### src/rtl/uart_hex_pkg.sv
// uart_hex_pkg -- shared types and helpers for the hex-printing UART transmitter.
// Contents:
//   state_t        transmitter FSM state encoding
//   ASCII_CR/LF    line terminator characters appended after the 8 hex digits
//   LAST_CHAR_IDX  index of the final character (LF) in a printed word
//   nib2ascii()    4-bit value to uppercase ASCII hex digit
//   even_parity()  XOR of a data byte (even-parity bit value)
//   char_of()      character number idx (0..9) of the printed form of a word
package uart_hex_pkg;

    typedef enum logic [2:0] {
        ST_IDLE   = 3'd0,
        ST_START  = 3'd1,
        ST_DATA   = 3'd2,
        ST_PARITY = 3'd3,
        ST_STOP   = 3'd4,
        ST_DONE   = 3'd5
    } state_t;

    localparam logic [7:0] ASCII_CR      = 8'h0D;
    localparam logic [7:0] ASCII_LF      = 8'h0A;
    localparam logic [3:0] LAST_CHAR_IDX = 4'd9;

    function automatic logic [7:0] nib2ascii(input logic [3:0] nib);
        logic [7:0] asc;
        if (nib < 4'd10) begin
            asc = 8'h30 + {4'h0, nib};
        end else begin
            // 0x37 + n lands 10..15 on 'A'..'F'
            asc = 8'h37 + {4'h0, nib};
        end
        return asc;
    endfunction

    function automatic logic even_parity(input logic [7:0] data);
        return ^data;
    endfunction

    // Characters 0..7 are the nibbles MSB first, then CR, then LF.
    function automatic logic [7:0] char_of(input logic [31:0] word, input logic [3:0] idx);
        logic [31:0] shifted;
        logic [7:0]  chr;
        shifted = word << {idx[2:0], 2'b00};
        case (idx)
            4'd8:    chr = ASCII_CR;
            4'd9:    chr = ASCII_LF;
            default: chr = nib2ascii(shifted[31:28]);
        endcase
        return chr;
    endfunction

endpackage

### src/rtl/uart_hex_tx_baud.sv
// uart_baud_gen -- bit-period timer for the hex UART transmitter.
// Counts 0..DIVISOR-1 and wraps; bit_end is high during the last count of
// each bit period. clr restarts the period so bit cells line up with accept.
// DIVISOR must be at least 2.
// Ports:
//   clk      system clock
//   rst_n    asynchronous active-low reset
//   clr      synchronous clear of the counter
//   bit_end  one-cycle tick in the final cycle of a bit period
module uart_baud_gen #(
    parameter int DIVISOR = 868
) (
    input  logic clk,
    input  logic rst_n,
    input  logic clr,
    output logic bit_end
);

    localparam int               CNT_W    = (DIVISOR > 2) ? $clog2(DIVISOR) : 1;
    localparam logic [CNT_W-1:0] CNT_LAST = CNT_W'(DIVISOR - 1);

    logic [CNT_W-1:0] cnt_r;

    // Bit-period counter with synchronous clear and wrap at DIVISOR-1.
    always_ff @(posedge clk or negedge rst_n) begin
        if (!rst_n) begin
            cnt_r <= '0;
        end else if (clr) begin
            cnt_r <= '0;
        end else if (cnt_r == CNT_LAST) begin
            cnt_r <= '0;
        end else begin
            cnt_r <= cnt_r + CNT_W'(1);
        end
    end

    assign bit_end = (cnt_r == CNT_LAST);

endmodule

### src/rtl/uart_hex_tx.sv
// uart_hex_tx -- prints a 32-bit debug word on a UART line as 8 uppercase
// hex characters (MSB nibble first) followed by CR LF.
// Build option: define UART_HEX_TX_PARITY_EN to append an even-parity bit
// after data bit 7 (8E1, 11-bit frames); undefined gives 8N1 framing.
// Ports:
//   clk         system clock
//   rst_n       asynchronous active-low reset
//   word_in     word to print, sampled only on handshake
//   word_valid  word_in is valid
//   word_ready  high only while idle; accept = word_valid && word_ready
//   tx          UART serial line, idle high (registered)
//   busy        high from the cycle after accept through the done cycle
//   done        one-cycle pulse after the final LF stop bit
module uart_hex_tx
    import uart_hex_pkg::*;
#(
    parameter int CLK_HZ = 100000000,
    parameter int BAUD   = 115200
) (
    input  logic        clk,
    input  logic        rst_n,
    input  logic [31:0] word_in,
    input  logic        word_valid,
    output logic        word_ready,
    output logic        tx,
    output logic        busy,
    output logic        done
);

    localparam int DIVISOR = CLK_HZ / BAUD;

    state_t      state_r;
    state_t      state_nxt_s;
    logic [31:0] shadow_r;
    logic [3:0]  char_idx_r;
    logic [3:0]  char_idx_nxt_s;
    logic [2:0]  bit_idx_r;
    logic [2:0]  bit_idx_nxt_s;
    logic        accept_s;
    logic        bit_end_s;
    logic [7:0]  char_s;
    logic        tx_nxt_s;

    assign accept_s = word_valid && word_ready;

    uart_baud_gen #(
        .DIVISOR (DIVISOR)
    ) u_baud (
        .clk     (clk),
        .rst_n   (rst_n),
        .clr     (accept_s),
        .bit_end (bit_end_s)
    );

    // State, character/bit indices and the captured word.
    always_ff @(posedge clk or negedge rst_n) begin
        if (!rst_n) begin
            state_r    <= ST_IDLE;
            char_idx_r <= 4'd0;
            bit_idx_r  <= 3'd0;
            shadow_r   <= 32'h0000_0000;
        end else begin
            state_r    <= state_nxt_s;
            char_idx_r <= char_idx_nxt_s;
            bit_idx_r  <= bit_idx_nxt_s;
            if (accept_s) begin
                shadow_r <= word_in;
            end else begin
                shadow_r <= shadow_r;
            end
        end
    end

    // Next-state and index sequencing; every bit cell ends on bit_end.
    always_comb begin
        state_nxt_s    = state_r;
        char_idx_nxt_s = char_idx_r;
        bit_idx_nxt_s  = bit_idx_r;
        case (state_r)
            ST_IDLE: begin
                if (accept_s) begin
                    state_nxt_s    = ST_START;
                    char_idx_nxt_s = 4'd0;
                    bit_idx_nxt_s  = 3'd0;
                end else begin
                    state_nxt_s = ST_IDLE;
                end
            end
            ST_START: begin
                if (bit_end_s) begin
                    state_nxt_s   = ST_DATA;
                    bit_idx_nxt_s = 3'd0;
                end else begin
                    state_nxt_s = ST_START;
                end
            end
            ST_DATA: begin
                if (bit_end_s) begin
                    if (bit_idx_r == 3'd7) begin
`ifdef UART_HEX_TX_PARITY_EN
                        state_nxt_s = ST_PARITY;
`else
                        state_nxt_s = ST_STOP;
`endif
                    end else begin
                        bit_idx_nxt_s = bit_idx_r + 3'd1;
                    end
                end else begin
                    state_nxt_s = ST_DATA;
                end
            end
`ifdef UART_HEX_TX_PARITY_EN
            ST_PARITY: begin
                if (bit_end_s) begin
                    state_nxt_s = ST_STOP;
                end else begin
                    state_nxt_s = ST_PARITY;
                end
            end
`endif
            ST_STOP: begin
                if (bit_end_s) begin
                    if (char_idx_r < LAST_CHAR_IDX) begin
                        // next start bit follows the stop bit with no idle gap
                        char_idx_nxt_s = char_idx_r + 4'd1;
                        state_nxt_s    = ST_START;
                    end else begin
                        state_nxt_s = ST_DONE;
                    end
                end else begin
                    state_nxt_s = ST_STOP;
                end
            end
            ST_DONE: begin
                state_nxt_s = ST_IDLE;
            end
            default: begin
                state_nxt_s = ST_IDLE;
            end
        endcase
    end

    // Line level for the upcoming cycle, derived from the next state so the
    // registered tx changes on the same edge as the state.
    always_comb begin
        char_s   = char_of(shadow_r, char_idx_nxt_s);
        tx_nxt_s = 1'b1;
        case (state_nxt_s)
            ST_START:  tx_nxt_s = 1'b0;
            ST_DATA:   tx_nxt_s = char_s[bit_idx_nxt_s];
            ST_PARITY: tx_nxt_s = even_parity(char_s);
            ST_STOP:   tx_nxt_s = 1'b1;
            default:   tx_nxt_s = 1'b1;
        endcase
    end

    // Registered outputs; reset drives the line idle immediately.
    always_ff @(posedge clk or negedge rst_n) begin
        if (!rst_n) begin
            tx         <= 1'b1;
            busy       <= 1'b0;
            done       <= 1'b0;
            word_ready <= 1'b1;
        end else begin
            tx         <= tx_nxt_s;
            busy       <= (state_nxt_s != ST_IDLE);
            done       <= (state_nxt_s == ST_DONE);
            word_ready <= (state_nxt_s == ST_IDLE);
        end
    end

endmodule

### config.mk
export PLATFORM = sky130hd
export DESIGN_NAME = uart_hex_tx
export DESIGN_NICKNAME = d
export VERILOG_FILES = /design/src/rtl/uart_hex_pkg.sv /design/src/rtl/uart_hex_tx_baud.sv /design/src/rtl/uart_hex_tx.sv
export SDC_FILE = /design/constraint.sdc
export NUM_CORES = 1
export LEC_CHECK = 0
export BUFFER_PORTS_ARGS = -buffer_cell sky130_fd_sc_hd__buf_2
export CORE_MARGIN = 5
export CORE_UTILIZATION = 55
export CTS_CLUSTER_DIAMETER = 100
export DETAILED_ROUTE_END_ITERATION = 7
export PLACE_DENSITY_LB_ADDON = 0.05
export SETUP_SLACK_MARGIN = 0.02
export SLEW_MARGIN = 20
export SYNTH_ARGS = -nofsm -noshare
export SYNTH_HDL_FRONTEND = slang
export SYNTH_HIERARCHICAL = 1
export SYNTH_SLANG_ARGS = --single-unit
### constraint.sdc
create_clock -name clk -period 4.7 [get_ports clk]
set_input_delay 0.235 -clock clk [delete_from_list [all_inputs] [get_ports clk]]
set_output_delay 0.235 -clock clk [all_outputs]
set_load 0.05 [all_outputs]
Word level (Yosys, flattened, before mapping) --
Index checks and enable logic that the tools add are counted.
Word-level totals: bits in registers 56, output and inout port bits 4, logic and storage cells 57
Operators by class: $add $sub $neg 5, order comparisons 3, equality and inequality tests 11, shift operators 1, multiplexer cells 23, reduce and logical (&&, ||, !) cells 5
Operators by type and width (count):
- 32-bit by 5-bit << shifter with 32-bit output | 1
- 3-bit two-way mux | 8
- 10-bit two-way mux | 2
- 6-bit by 4-bit adder with 7-bit output (first input constant) | 2
- 7-bit one-hot mux with 2 select lines | 1
- 4-bit two-way mux | 3
- 3-bit one-hot mux with 4 select lines | 1
- 10-bit by 1-bit adder with 10-bit output (second input constant) | 1
- 10-bit equality test (second input constant) | 1
- 3-bit by 2-bit equality test with 1-bit output (second input constant) | 3
- 3-bit equality test (second input constant) | 3
- 3-bit one-hot mux with 3 select lines | 1
- 4-bit equality test (second input constant) | 2
- 4-bit less-than comparator (second input constant) | 2
- 4-bit one-hot mux with 2 select lines | 1
- 8-bit XOR reduction | 1
- 7-bit two-way mux | 1
- 3-bit by 1-bit equality test with 1-bit output (second input constant) | 2
- 3-bit logical NOT | 2
- 4-bit by 1-bit adder with 4-bit output (second input constant) | 1
- 3-bit by 4-bit less-than comparator with 1-bit output (second input constant) | 1
- 3-bit by 1-bit adder with 3-bit output (second input constant) | 1
- 1-bit binary-select mux with 3-bit select | 1
- 1-bit one-hot mux with 3 select lines | 1
- 4 further kinds | 5

Depth between registers and ports, before layout --
word-level depth 11, mapped depth 20, mapped depth without buffers 17

Cells and area by module --
The synthesis kept the hierarchy.
Modules (own cells, without submodules):
- uart_hex_tx | instances 1, cells an instance 221, area an instance 2513.7 µm², seq. area each 1153.6 µm²
- uart_baud_gen | instances 1, cells an instance 52, area an instance 535.5 µm², seq. area each 250.2 µm²

Least setup slack after synthesis --
Ideal clock, no wire load.
kind register -> register, start point register u_baud.cnt_r[0], end point register tx, library setup time 0.062 ns, arrival 3.508 ns, data required time 4.638 ns, setup slack 1.130 ns, stages on the path, launching flop included 21, path buffers 3, period minus slack after synthesis 3.570 ns, path through dfrtp_1 -> ha_1 -> nor2b_1 -> nand2_1 -> nor2_1 -> clkbuf_1 -> nand2_1 -> o211ai_1 -> and3_1 -> buf_6 -> clkinv_2 -> buf_8 -> a211oi_1 -> a221oi_2 -> mux2i_1 -> ha_1 -> nand4_1 -> mux2i_1 -> a211o_1 -> a21oi_1 -> o32a_1
Between the ends: longest elaborated chain between the ends 10, elaborated cells on any way between the ends 25
RTL lines:
- start, declared | line uart_hex_tx_baud.sv:22 | logic [CNT_W-1:0] cnt_r;
- start signal, assigned | line uart_hex_tx_baud.sv:33 | cnt_r <= cnt_r + CNT_W'(1);
- 10-bit equality test * | line uart_hex_tx_baud.sv:37 | assign bit_end = (cnt_r == CNT_LAST);
- net bit_end_s | line uart_hex_tx.sv:40 | logic bit_end_s;
- 4-bit two-way mux * | line uart_hex_tx.sv:122 | if (bit_end_s) begin
- 4-bit one-hot mux with 2 select lines * | line uart_hex_tx.sv:79 | case (state_r)
- net char_idx_nxt_s[2] | line uart_hex_tx.sv:36 | logic [3:0] char_idx_nxt_s;
- 32-bit by 5-bit << shifter with 32-bit output | line uart_hex_pkg.sv:43 | shifted = word << {idx[2:0], 2'b00};
- 6-bit by 4-bit adder with 7-bit output (tied with other cells) | line uart_hex_pkg.sv:30 | asc = 8'h37 + {4'h0, nib};
- 7-bit two-way mux | line uart_hex_pkg.sv:26 | if (nib < 4'd10) begin
- 7-bit one-hot mux with 2 select lines * | line uart_hex_pkg.sv:44 | case (idx)
- 1-bit binary-select mux with 3-bit select | line uart_hex_tx.sv:150 | ST_DATA: tx_nxt_s = char_s[bit_idx_nxt_s];
- 1-bit two-way mux (implied by the code) | line uart_hex_tx.sv:150
- 1-bit one-hot mux with 3 select lines * | line uart_hex_tx.sv:148 | case (state_nxt_s)
- net tx_nxt_s | line uart_hex_tx.sv:42 | logic tx_nxt_s;
- end signal, assigned | line uart_hex_tx.sv:165 | tx <= tx_nxt_s;
- end, declared | line uart_hex_tx.sv:25 | output logic tx,
Mark *: on every way through the listed nets, which the timed path passes. The rest lies on a longest branch. The select of a mux whose other input is x is not followed. A chain may end at the register's enable or synchronous reset.

Worst setup path after layout --
start point register u_baud.cnt_r[0], end point register tx
Between the ends: longest elaborated chain between the ends 10, elaborated cells on any way between the ends 25
RTL lines (line):
- 10-bit equality test * | uart_hex_tx_baud.sv:37
- net bit_end_s | uart_hex_tx.sv:40
- 4-bit two-way mux | uart_hex_tx.sv:122
- 4-bit one-hot mux with 2 select lines | uart_hex_tx.sv:79
- 32-bit by 5-bit << shifter with 32-bit output | uart_hex_pkg.sv:43
- 6-bit by 4-bit adder with 7-bit output (tied with other cells) | uart_hex_pkg.sv:30
- 7-bit two-way mux | uart_hex_pkg.sv:26
- 7-bit one-hot mux with 2 select lines | uart_hex_pkg.sv:44
- 1-bit binary-select mux with 3-bit select | uart_hex_tx.sv:150
- 1-bit two-way mux (implied by the code) | uart_hex_tx.sv:150
- 1-bit one-hot mux with 3 select lines * | uart_hex_tx.sv:148
- net tx_nxt_s | uart_hex_tx.sv:42
Marks and branches as above.

==> flow_metrics.env <==
export IMPL_outcome="completed"
export IMPL_cts_tree="done"
export IMPL_synthAdderAreaFrac_pct=2.05
export IMPL_power_density_nw_per_um2=408
export IMPL_io_buffers=38
export IMPL_worst_pin_slew_ns=0.693
export IMPL_syn_nets=313
export IMPL_max_stage_delay_ns=0.43
export IMPL_antenna_found_initial=0
export IMPL_numCtsBuffers=5
export IMPL_cp_depth=17
export IMPL_routedWlPerCell_um=14.9
export IMPL_clockBufferDepth=2
export IMPL_postCtsSetupBuffers=0
export IMPL_vdd_drop_max_mv=0.242
export IMPL_ys_warnings_count=6
export IMPL_ys_ff_latch=56
export IMPL_synth_top_area_share_pct=44.3
export IMPL_async_flop_share_pct=100
export IMPL_mostFrequentLayoutCell="dfrtp_1"
export IMPL_min_period_ns=4.16
export IMPL_vias=2138
export IMPL_r2r_start="u_baud/cnt_r[0]"
export IMPL_cp_start_kind="flip-flop"
export IMPL_finalSetupViolCount=0
export IMPL_diodes=0
export IMPL_grt_overflow=0
export IMPL_clk_pin_slew_ns=0.09
export IMPL_synth_simple_area_share_pct=14.6
export IMPL_final_max_slew_viol_count=0
export IMPL_avgSynthCellArea_um2=11.2
export IMPL_synthTopCellsByArea="dfrtp_1 (44%), mux2_2 (12%), mux2i_1 (5.9%)"
export IMPL_crit_arrival_ns=4.41
export IMPL_fin_crit_sh_pct=88.6
export IMPL_synth_top_family_by_area="multiplexers"
export IMPL_die_h_um=84.5
export IMPL_synth_distinct_cells=61
export IMPL_path_cells="ha_1 -> nor2b_1 -> nand2_1 -> nor2_2 -> nand2_1 -> o211ai_1 -> and3_1 -> clkinv_2 -> a211oi_1 -> a221oi_2 -> mux2i_1 -> ha_1 -> nand4_1 -> mux2i_1 -> a211o_1 -> a21oi_1 -> o32a_1"
export IMPL_synth_area_um2=3050
export IMPL_dp_hpwl_um=4060
export IMPL_yosysTopAreaCell="dfrtp_1"
export IMPL_reg2reg_setup_slack_ns=0.54
export IMPL_cts_root_buf="clkbuf_8"
export IMPL_slew_headroom_pct=53.8
export IMPL_vias_per_cell=5.63
export IMPL_synthesis_instances=273
export IMPL_dieArea_um2=7130
export IMPL_layout_drive_gt1_share_pct=31.2
export IMPL_tns_ns=0
export IMPL_critPathKind="flip-flop to flip-flop"
export IMPL_cts_num_sinks=56
export IMPL_slowest_stage="dfrtp_1"
export IMPL_drc=0
export IMPL_r2r_end="tx"
export IMPL_grt_max_degree=57
export IMPL_synthMuxAreaShare_pct=17.7
export IMPL_drt_iter0_drc=90
export IMPL_cts_resized=0
export IMPL_clock_skew_ns=0.00406
export IMPL_synth_edff_count=0
export IMPL_fin_util_pct=61.7
export IMPL_fp_coreArea_um2=5440
export IMPL_grt_setup_unrepaired="no"
export IMPL_synth_compound_gate_area_share_pct=14.1
export IMPL_initial_core_util_pct=56.1
export IMPL_grt_pass1_wl_um=10100
export IMPL_synth_xor_area_share_pct=1.44
export IMPL_h_tree_depth=2
export IMPL_cp_data_required_time_ns=4.95
export IMPL_ctsHoldBuffers=0
export IMPL_place_congestion=0.845
export IMPL_ant_nets=0
export IMPL_max_cap_viol_count=0
export IMPL_io_pins=39
export IMPL_crit_path_end_kind="flip-flop"
export IMPL_final_cell_mix="dfrtp_1 (54), buf_2 (38), mux2_2 (32), mux2i_1 (18), nor2_1 (17)"
export IMPL_finalHoldViolations=0
export IMPL_routed_wl_um=5650
export IMPL_critical_path_buf_inv_count=1
export IMPL_area_delta_synth_final_pct=10.1
export IMPL_seq_area_frac_synth_pct=46.0
export IMPL_path_max_fanout=12
export IMPL_fmax_mhz=240
export IMPL_crit_family="simple AND/OR/NAND/NOR gates"
export IMPL_grt_pass1_vias=2210
export IMPL_nNetsFinal=348
export IMPL_die_w_um=84.5
export IMPL_synth_ff_type="dfrtp_1"
export IMPL_hold_class="primary input to async pin"
export IMPL_leakage_nw=1.42
export IMPL_worstRegToRegCells=17
export IMPL_first_pass_iters=4
export IMPL_clock_latency_ns=0.30
export IMPL_placementRows=27
export IMPL_grt_usage_pct=17.1
==> per-layer routing <==
layer / wire length (µm) / up-vias / GRT usage [%]
met1: 2650 / 1020 / 22.4
met4: 99 / 0 / 6.04
li1: - / 1067 / -
met5: 0 / - / 0
met3: 231 / 11 / 3.53
met2: 2680 / 40 / 28.0
==> worst max-delay path by stage <==
stage / from / end / slack, ns
detailed placement: u_baud/cnt_r[0] / tx / 0.47
CTS: u_baud/cnt_r[0] / tx / 0.43
finish: u_baud/cnt_r[0] / tx / 0.54
floorplan: u_baud/cnt_r[0] / tx / 1.13
global placement: u_baud/cnt_r[0] / tx / 0.62
global route: u_baud/cnt_r[0] / tx / 0.18
==> per-stage QoR <==
stage               total power [mW]  setup slack [ns]  hold WS, ns  std cells  area (µm²)
floorplan                       1.04              1.13      -0.0606        273        3050
global placement                1.13             0.619        0.411        373        3280
detailed placement              1.14             0.470        0.416        373        3280
CTS                             1.39             0.429       0.0769        380        3360
global route                    1.47             0.184        0.126        380        3360
finish                          1.37             0.537       0.0504        380        3360
==> cells by family (layout without fill, tap and decap cells) <==
logic type      after synthesis  after routing
simple gates                 77             77
buf+inv                      27             62
mux                          50             50
xor+xnor                      5              5
fa+ha+maj                     5              5
flops                        56             56
compound gates               53             53
==> cells in the mapped netlist, types with 2 or more instances <==
master     n
ha_1       5
nand2_1   14
o32a_1     2
xor2_1     2
a211o_1    2
a41oi_1    2
a22oi_2    2
o211ai_1   4
inv_1     14
dfrtp_1   54
a211oi_1   2
o21ai_0    6
o31ai_1    2
a21oi_1    8
buf_1      3
or4b_1     2
nand3_1    6
buf_2      2
nor2_1    18
nand3b_1   4
xnor2_1    3
o22a_1     2
a31oi_1    3
dfstp_2    2
a21oi_2    2
o31a_1     2
nor3_1     5
clkbuf_1   5
nand2b_1   3
nor2b_1    5
a21o_1     3
and2_1     4
nand4_1    4
mux2_2    32
mux2i_1   18
==> state kept, by name (all words and copies together), names as in the netlist <==
name / flops
shadow_r: 32
u_baud/cnt_r: 10
char_idx_r: 4
bit_idx_r: 3
state_r: 3
busy: 1
done: 1
tx: 1
word_ready: 1
==> power by group <==
group	switching [mW]	total [mW]	internal, mW
clock	0.142	0.244	0.102
combinational	0.194	0.402	0.208
sequential	0.104	0.724	0.621
==> cell type report <==
type / instances / area (µm²)
inverters: 15 / 57.6
fillers: 468 / 2080
clock buffers: 6 / 72.6
flip-flops and latches: 56 / 1400
multi-input cells: 190 / 1520
clock inverters: 1 / 5.00
repair buffers: 40 / 205
well taps: 72 / 90.1
(Power assumes the default switching activity.)
